<file path="src/rtl/upcounter_mod_tick_pkg.sv">
// Shared constants and parameter helpers for the modulo-N tick counter family.
package upcounter_mod_tick_pkg;

  // Board clock is 50 MHz, so this prescale gives a 1 Hz step.
  localparam int ONE_HZ_PRESCALE = 50_000_000;

  function automatic bit params_legal(input int width, input int modulus, input int prescale);
    longint span;
    if (width < 1 || width > 31) return 1'b0;
    span = longint'(1) << width;
    return (modulus >= 2) && (longint'(modulus) <= span) && (prescale >= 1);
  endfunction

  function automatic int pre_width(input int prescale);
    return (prescale > 1) ? $clog2(prescale) : 1;
  endfunction

endpackage

</file>
<file path="src/rtl/upcounter_mod_tick_dff_en_arn.sv">
// D flop with clock enable and asynchronous active-low clear.
module dff_en_arn (
  input  logic clk,
  input  logic rst,
  input  logic en,
  input  logic d,
  output logic q
);

  always_ff @(posedge clk or negedge rst) begin
    if (!rst)
      q <= 1'b0;
    else if (en)
      q <= d;
  end

endmodule

</file>
<file path="src/rtl/upcounter_mod_tick.sv">
// Loadable modulo-N up-counter advanced by an internal prescaler strobe, with
// terminal-count and carry outputs for cascading digits.
module upcounter_mod_tick
  import upcounter_mod_tick_pkg::*;
#(
  parameter int WIDTH    = 4,
  parameter int MODULUS  = 16,
  parameter int PRESCALE = ONE_HZ_PRESCALE
) (
  input  logic             clk,
  input  logic             rst,
  input  logic             en,
  input  logic             load,
  input  logic [WIDTH-1:0] din,
  output logic [WIDTH-1:0] q,
  output logic             tick,
  output logic             tc,
  output logic             co
);

  if (!params_legal(WIDTH, MODULUS, PRESCALE)) begin : g_bad_params
    $error("upcounter_mod_tick: illegal WIDTH/MODULUS/PRESCALE combination");
  end

  localparam int               PW       = pre_width(PRESCALE);
  localparam logic [PW-1:0]    PRE_LAST = PW'(PRESCALE - 1);
  localparam logic [WIDTH-1:0] Q_LAST   = WIDTH'(MODULUS - 1);
  localparam logic [WIDTH:0]   MOD_EXT  = (WIDTH + 1)'(MODULUS);

  logic [PW-1:0]    pre;
  logic [WIDTH-1:0] q_next;
  logic [WIDTH-1:0] load_val;
  logic             step;

  // A load restarts the period so the first step after it is a full PRESCALE away.
  always_ff @(posedge clk or negedge rst) begin
    if (!rst)
      pre <= '0;
    else if (load)
      pre <= '0;
    else if (en)
      pre <= (pre == PRE_LAST) ? '0 : pre + PW'(1);
  end

  // Gated by rst so that tick and co stay low while reset is held, even with PRESCALE=1.
  assign tick = rst & en & (pre == PRE_LAST);
  assign tc   = (q == Q_LAST);
  assign co   = tc & tick;

  always_comb begin
    load_val = ({1'b0, din} < MOD_EXT) ? din : Q_LAST;
    step     = load | tick;
    if (load)
      q_next = load_val;
    else if (tc)
      q_next = '0;
    else
      q_next = q + WIDTH'(1);
  end

  for (genvar gi = 0; gi < WIDTH; gi++) begin : g_q_bit
    dff_en_arn u_bit (
      .clk (clk),
      .rst (rst),
      .en  (step),
      .d   (q_next[gi]),
      .q   (q[gi])
    );
  end

endmodule

</file>
<file path="config.mk">
export PLATFORM = sky130hd
export DESIGN_NAME = upcounter_mod_tick
export DESIGN_NICKNAME = d
export VERILOG_FILES = /design/src/rtl/upcounter_mod_tick_pkg.sv /design/src/rtl/upcounter_mod_tick_dff_en_arn.sv /design/src/rtl/upcounter_mod_tick.sv
export SDC_FILE = /design/constraint.sdc
export NUM_CORES = 1
export LEC_CHECK = 0
export CORE_MARGIN = 2
export CORE_UTILIZATION = 50
export CTS_CLUSTER_DIAMETER = 150
export DETAILED_ROUTE_END_ITERATION = 16
export GPL_ROUTABILITY_DRIVEN = 0
export PLACE_DENSITY = 0.79
export SYNTH_ARGS = -nofsm -noshare
export SYNTH_HDL_FRONTEND = slang
export SYNTH_SLANG_ARGS = --single-unit
</file>
<file path="constraint.sdc">
create_clock -name clk -period 5.6 [get_ports clk]
set_input_delay 1.12 -clock clk [delete_from_list [all_inputs] [get_ports clk]]
set_output_delay 1.12 -clock clk [all_outputs]
set_load 0.05 [all_outputs]
</file>
==> results.md, run 1 <==
- The highest clock frequency the design can meet is 235.8 MHz.
- In this run, post-CTS hold repair placed 0 buffers.
- The cell area after placement is 0.002039 mm2.
- The CTS clock-pin slew for the worst setup and hold paths is 0.07 ns.
- The largest net degree at the start of global routing is 31.
- The highest net fanout along the worst path is 24.
- In the synthesized netlist, the number of instances is ~210.
- STA classifies the critical path endpoint as an output pin.
- The source of the worst register-to-register timing path is pre[0].
- The wire length after detailed routing is approximately 4300 um.
- The Yosys step of the flow raised 0 warnings.
- The floorplan step set the die width to 65.53 um.
- The number of enable flip-flop cells after synthesis is 0.
- The post-synthesis net count is around 220.
- In this run the critical register-to-register path is captured at g_q_bit[1].u_bit.q.
- The floorplan step defined a die boundary enclosing between 0.004 and 0.005 mm2.
- The number of antenna violations at the first check in global routing is 0.
- The floorplan has 22 rows.
- sky130_fd_sc_hd__dfrtp_1 takes more of the synthesized area than any other cell.
- Once the floorplan was initialized, standard cells occupied between 50% and 60% of the core.
- The number of hold violations in the final report is 0.
- The power per standard cell area is ~230 mW/mm2.
- After synthesis, the cell types taking the most area are sky130_fd_sc_hd__dfrtp_1, sky130_fd_sc_hd__nor2_1, sky130_fd_sc_hd__o31ai_1, sky130_fd_sc_hd__a21oi_1, sky130_fd_sc_hd__nand3_1.
- A synthesized cell averages 8.930 um2.
- The worst register-to-register path has a depth of 5.
- The run finished with clean final reports.
- The critical path data arrival time is between 3 and 4 ns.
- The max-capacitance violation count is 0.
- In the final layout, the share of cells above drive strength 1 is 10.76%.
- The worst hold path depth is 2.
- The utilization of the core after routing is around three fifths.
- After floorplanning, the core was sized to cover ~0.0037 mm2.
- The repair_antennas step left the layout with diodes totalling 0.
- In this run the worst hold path is classified as reg2reg.
- The via density per instance is roughly 6.3.
- Adding up every negative setup slack in the final design gives 0 ns.
- Counting the fill cells in the layout gives 340.
- In this run, synthesis produced a sequential element count of 30.
- The worst vdd rail ir drop is between 0.00015 and 0.0002 V.
- The clock tree root buffer cell is sky130_fd_sc_hd__clkbuf_8.
- The async set-reset flop share out of synthesis is 100.0%.
- The number of global-route vias before repair was roughly 1.6k.
- The overall overflow remaining after global route is 0.
- The smallest clock period supported by the final layout is computed as around 4.2 ns.
- The path type of the worst setup path is in2out.
- STA puts the critical path data required time at between 4 and 5 ns.
- The global-route wire length before repair is about 7500 um.
- The fraction of post-synthesis cell area in the top cell type by area is around two fifths.
- The overall power of the completed layout is just under 500 uW.
- The total setup buffers inserted after CTS is 0.
- The most used flip-flop cell after synthesis is sky130_fd_sc_hd__dfrtp_1.
- The number of distinct standard cells referenced by the synthesized netlist is between 40 and 50.
- 15 I/O pins were placed.
- The first routing iteration left between 90 and 100 violations.
- The final route contains around 1.7k vias.
- The nature of the critical path startpoint is an input pin.
- The max-slew violation count is 0.
- The end point of the most critical hold path is pre[23].
- The setup slack of the worst register-to-register path is between 3 and 4 ns.
- The setup-violating endpoint count in the final report is 0.
- Across all setup checks in the final design, the least slack found is 1.359 ns.
- Clock latency on the worst-skew pair, taken at its later pin, is a little under 0.3 ns.
- The static power due to leakage is 0.0008011 uW.
- Of the available clock period, the critical path in the final layout requires between 70% and 80%.
- The startpoint of the lowest-slack hold path is pre[23].
- The routed length per instance is 15.75 um.
- On the final layout, the worst clock skew is roughly 0.0086 ns.
- The longest clock path from root to sink contains 2 buffers.
- The number of resized instances in the post-cts repair step is 0.
- The TritonCTS clock tree is built.
- The half-perimeter wire length of the detailed placement result is a little under 3000 um.
- The die is roughly 66 um tall.
- Relative to the synthesized area, the layout overhead comes to 13.55%.
- The count of port buffers added during placement is 14.
- The first detailed-routing pass ran for 4 iterations.
- The slew at the pin closest to its max-slew limit is ~0.51 ns.
- The clock sink count is 30.
- Setup repair after global routing left no endpoint under its margin.
- The register area share after synthesis is ~40%.
- The post-detailed-route count of antenna-violating nets is 0.
- The H-tree was split into 2 levels.
- In the global route stage, overall resource usage came out at ~23%.
- At the placement stage, the worst setup path has a slack of ~1.4 ns.
- In this run the tightest slew margin relative to its limit is 65.95%.
- The number of DRC violations after detailed routing is 0.
- After synthesis the cells add up to 0.001893 mm2.
- TritonCTS created 5 clock buffers.
- The finished cells cover between 0.002 and 0.0025 mm2.
- After the last flow step, the layout net total stands at between 200 and 250.
## cell type report
type                       instances  area, um2  share of cell area, %
tap                               48      60.06                  2.794
sequential                        30      750.7                  34.92
multi-input combinational        158       1028                  47.85
clock buffer                       8      110.1                  5.122
timing repair buffer              17      162.7                  7.567
inverter                          10      37.54                  1.746
## synthesized netlist by cell type, drive strengths merged, types with 8 or more instances
cell type  instances
buf                8
or4                9
dfrtp             30
a21oi             13
nor2              20
nand4              9
inv                9
nand2             10
nand3             13
o31ai              9
o21ai             10
## layout by cell type (no fill, tap or decap), drive strengths merged, types with 3 or more instances in the layout
cell and n:
a21oi 13, nand3 13, or3 5, dfrtp 30, clkdlybuf4s50 14, or4 9, nor2 20, a31oi 3
nand2 10, xor2 4, clkbuf 8, o311ai 4, inv 9, o31ai 9, xnor2 4, nor4bb 3
o21ai 10, or4b 3, buf 3, nand4 9, nor4 6, and3 5, and4 3
## flip-flops by register name, indices dropped and copies added (netlist names)
name	flops
pre	26
g_q_bit.u_bit.q	4
## metrics by stage
stage               instances  hold slack [ns]
finish                    271           0.5467
global route              271           0.5973
CTS                       271           0.5508
detailed placement        263           0.5419
global placement          263           0.5355
floorplan                 212           0.5136
## kinds of logic after synthesis
| kind of cell | count (synthesis) | synth area share (%) |
|---|---|---|
| DFF | 30 | 39.66 |
| AOI/OAI and AO/OA | 48 | 16.66 |
| and+or+nand+nor | 100 | 32.65 |
| adders and majority gates | 2 | 1.322 |
| buffers and inverters | 24 | 6.014 |
| xor gates and xnor gates | 8 | 3.701 |
## worst max-delay path by stage
stage,start,cells past startpoint,slack (ns),end
6_report,en,6,1.36,co
5_1_grt,en,6,1.26,co
4_1_cts,en,6,1.35,co
3_5_place_dp,en,6,1.35,co
3_3_place_gp,en,6,1.38,co
2_1_floorplan,rst,3,2.23,co
## worst max-delay path, stage by stage
cell	delay, ns
sky130_fd_sc_hd__clkdlybuf4s50_1	0.45
sky130_fd_sc_hd__buf_4	0.23
sky130_fd_sc_hd__and2_1	0.22
sky130_fd_sc_hd__and3_1	0.19
sky130_fd_sc_hd__and2_1	0.12
sky130_fd_sc_hd__clkdlybuf4s50_1	0.79
## routing by layer
metal	vias up	wire length, um	GRT usage, %
li1	823	-	-
met1	839	2052	31.76
met2	35	1945	33.29
met3	11	184	6.849
met4	0	85	8.854
met5	-	0	0
## power breakdown
part           internal [uW]  switching, uW  leakage [uW]  total [uW]
registers                222           6.61      0.000408         229
logic                   20.6           34.1      0.000336        54.8
clock network            124           84.7     0.0000575         209
total                    367            125      0.000801         492
No activity file was read; power rests on OpenSTA's default activity.
==> inputs of run 2 (changes only) <==
PLACE_DENSITY = 0.82   (was 0.79)
clock period = 3.9 ns   (was 5.6 ns; I/O delays follow)
==> run 2 against run 1 <==
Effect of this change: sequential power is 43% higher; total power increased by 46%; critical endpoint unchanged; wire length is 3.3% lower; count of clock-buffer cells in the layout down 1; largest power group unchanged; sequential cell count is the same; sequential share of layout area is 0.26 points lower.
==> results.md, run 2 (synthesis results as in run 1) <==
- The violation count after the first detailed-routing iteration is ~150.
- The wire length after detailed routing is slightly above 4000 um.
- Data on the critical path is required at its endpoint by between 3 and 4 ns.
- The die outline area is 0.004294 mm2.
- The routed design could run at a clock period as short as between 3 and 4 ns.
- In this run, post-CTS repair resized a total of 0 instances.
- The number of hold buffers added after CTS was 0.
- Detailed placement ended at an HPWL of between 2000 and 3000 um.
- The post-layout worst setup margin is 0.8329 ns.
- Clock tree synthesis selected as its root buffer the cell sky130_fd_sc_hd__clkbuf_8.
- The area growth from synthesis to layout is 14.41%.
- The commonest non-fill, non-tap cell in the layout is sky130_fd_sc_hd__dfrtp_1.
- In the final layout, the registers with the most flip-flops are pre (26), g_q_bit.u_bit.q (4).
- The routed length per instance is around 15 um.
- The number of global-route vias before repair is about 1.6k.
- In this run the tool buffered the top-level ports with 14 buffer cells.
- After filler insertion, the fill cell instance count of the layout stands at 320.
- The nature of the critical path startpoint is an input pin.
- The number of antenna violations at the first check in global routing was 0.
- The highest clock frequency the design can meet is ~330 MHz.
- The setup skew after layout is about 0.0045 ns.
- The die is 65.53 um tall.
- Of the cells placed in the final design, the portion with a size suffix greater than 1 is around 11%.
- The number of detailed-route iterations in the first pass is 4.
- The clock passes through at most 2 buffers.
- Summing over every cut layer, the via total after detailed routing is between 1.5k and 2k.
- The clock latency on the worst-skew pair is around 0.29 ns.
- The final layout contains around 230 nets.
- The post-detailed-route count of antenna-violating nets is 0.
- The total overflow left after global routing is 0.
- The setup slack of the worst register-to-register path is about 1.7 ns.
- The most critical setup path has its endpoint at co.
- The endpoint identified for the worst register-to-register timing path is g_q_bit[1].u_bit.q.
- Setup repair after global routing left no endpoint under its margin.
- From left edge to right edge, the die measures ~66 um.
- The clock drives 30 sinks.
- The post-route non-filler standard cell count is 271.
- The number of flip-flops under the largest register name is 26.
- The power per standard cell area is 332.1 mW/mm2.
- The via density per instance is just over 6.
- The H-tree was split into 2 levels.
- The start point of the critical path is en.
- Across the VDD grid, the largest voltage drop is 0.0002384 V.
- The count of inserted antenna diode cells is 0.
- The overall routing resource usage is between 20 and 25%.
- After floorplanning, the core was sized to cover between 0.003 and 0.004 mm2.
- Counting cells, the worst reg-to-reg path comes to 5.
- The largest net degree at the start of global routing is 31.
- For this run, design rule violations remaining after detail routing come to 0.
- The setup-violating endpoint count in the final report is 0.
- The critical path in this run is classified as in2out.
- The register area is about 750 um2.
- TritonCTS built the clock tree.
- The worst slack after detailed placement is 0.8363 ns.
- In the final timing run, aggregate negative setup slack is 0 ns.
- The critical path data arrival time is 2.29 ns.
- Clock-pin slew was measured on the worst setup and hold paths at around 0.060 ns.
- For this configuration, the core starts out at a cell density of between 50% and 60%.
- Including well taps, the total number of placed cells is between 200 and 300.
- The top cell types in the final layout, fill and taps aside, are sky130_fd_sc_hd__dfrtp_1, sky130_fd_sc_hd__nor2_1, sky130_fd_sc_hd__nand3_1, sky130_fd_sc_hd__a21oi_1, sky130_fd_sc_hd__clkdlybuf4s50_1.
- The top-level I/O count is 15.
- On the final layout, the worst hold slack is around 0.55 ns.
- The ratio of final minimum period to clock period is roughly 79%.
- Ranked by flip-flop count, first place goes to pre.
- For the pin with the worst max-slew slack, the measured transition is between 0.4 and 0.5 ns.
- The combined area of the multi-input logic cells is a little over 0.001 mm2.
- The normalized max-slew margin is roughly 67%.
- The analysis attributes to cell leakage a power of 0.0008055 uW.
- The source of the worst register-to-register timing path is pre[0].
- The flow ran to the end, and the final reports show no timing, DRC or antenna violations.
- The number of hold violations in the final report is 0.
- The total setup buffers inserted after CTS is 0.
- In this run, CTS created clock tree buffers numbering 5.
- The highest net fanout along the worst path is 24.
- The utilization of the core after routing is between 50 and 60%.
- Across the run, the number of max-cap violations was 0.
- The type of the most critical hold path is reg2reg.
- The max-slew violation count is 0.
- STA classifies the critical path endpoint as an output pin.
- The global-route wire length before repair is around 7500 um.
- The floorplan has 22 rows.
## run 2: worst max-delay path, stage by stage
cell                              delay (ns)
sky130_fd_sc_hd__clkdlybuf4s50_1        0.46
sky130_fd_sc_hd__buf_4                  0.24
sky130_fd_sc_hd__and2_1                 0.22
sky130_fd_sc_hd__and3_1                 0.23
sky130_fd_sc_hd__and2_1                 0.20
sky130_fd_sc_hd__buf_12                 0.15
## run 2: final cells by class
| cell class | count | share of cell area, % |
|---|---|---|
| clock buffer | 7 | 3.524 |
| inverter | 10 | 1.733 |
| tap | 48 | 2.773 |
| clock inverter | 1 | 1.386 |
| sequential | 30 | 34.66 |
| timing repair buffer | 17 | 8.434 |
| multi-input combinational | 158 | 47.49 |
## run 2: worst min-delay path by stage
| stage | startpoint | slack, ns | endpoint | cells after the start |
|---|---|---|---|---|
| 3_3_place_gp | pre[23] | 0.54 | pre[23] | 2 |
| 4_1_cts | pre[23] | 0.56 | pre[23] | 2 |
| 6_report | pre[23] | 0.55 | pre[23] | 2 |
| 5_1_grt | pre[23] | 0.59 | pre[23] | 2 |
| 2_1_floorplan | rst | 0.48 | g_q_bit[0].u_bit.q | 0 |
| 3_5_place_dp | pre[23] | 0.54 | pre[23] | 2 |
## run 2: layer usage
| metal | up-vias | global-route usage [%] | share of wire [%] |
|---|---|---|---|
| met5 | - | 0 | 0 |
| met4 | 0 | 11.98 | 1.8 |
| met3 | 8 | 6.164 | 3.7 |
| met2 | 31 | 36.73 | 48 |
| met1 | 809 | 28.23 | 47 |
| li1 | 815 | - | - |
## run 2: stage by stage
step           total power, uW  area (um2)
2_1_floorplan            385.7        1893
3_3_place_gp             411.5        2059
3_5_place_dp             413.3        2059
4_1_cts                  725.6        2166
5_1_grt                  747.2        2166
6_report                 719.2        2166
## run 2: power breakdown
group | internal [uW] | leakage [uW] | switching [uW]
logic | 29.9 | 0.000345 | 49.3
clock network | 191 | 0.0000524 | 121
registers | 319 | 0.000408 | 9.34
total | 540 | 0.000806 | 180
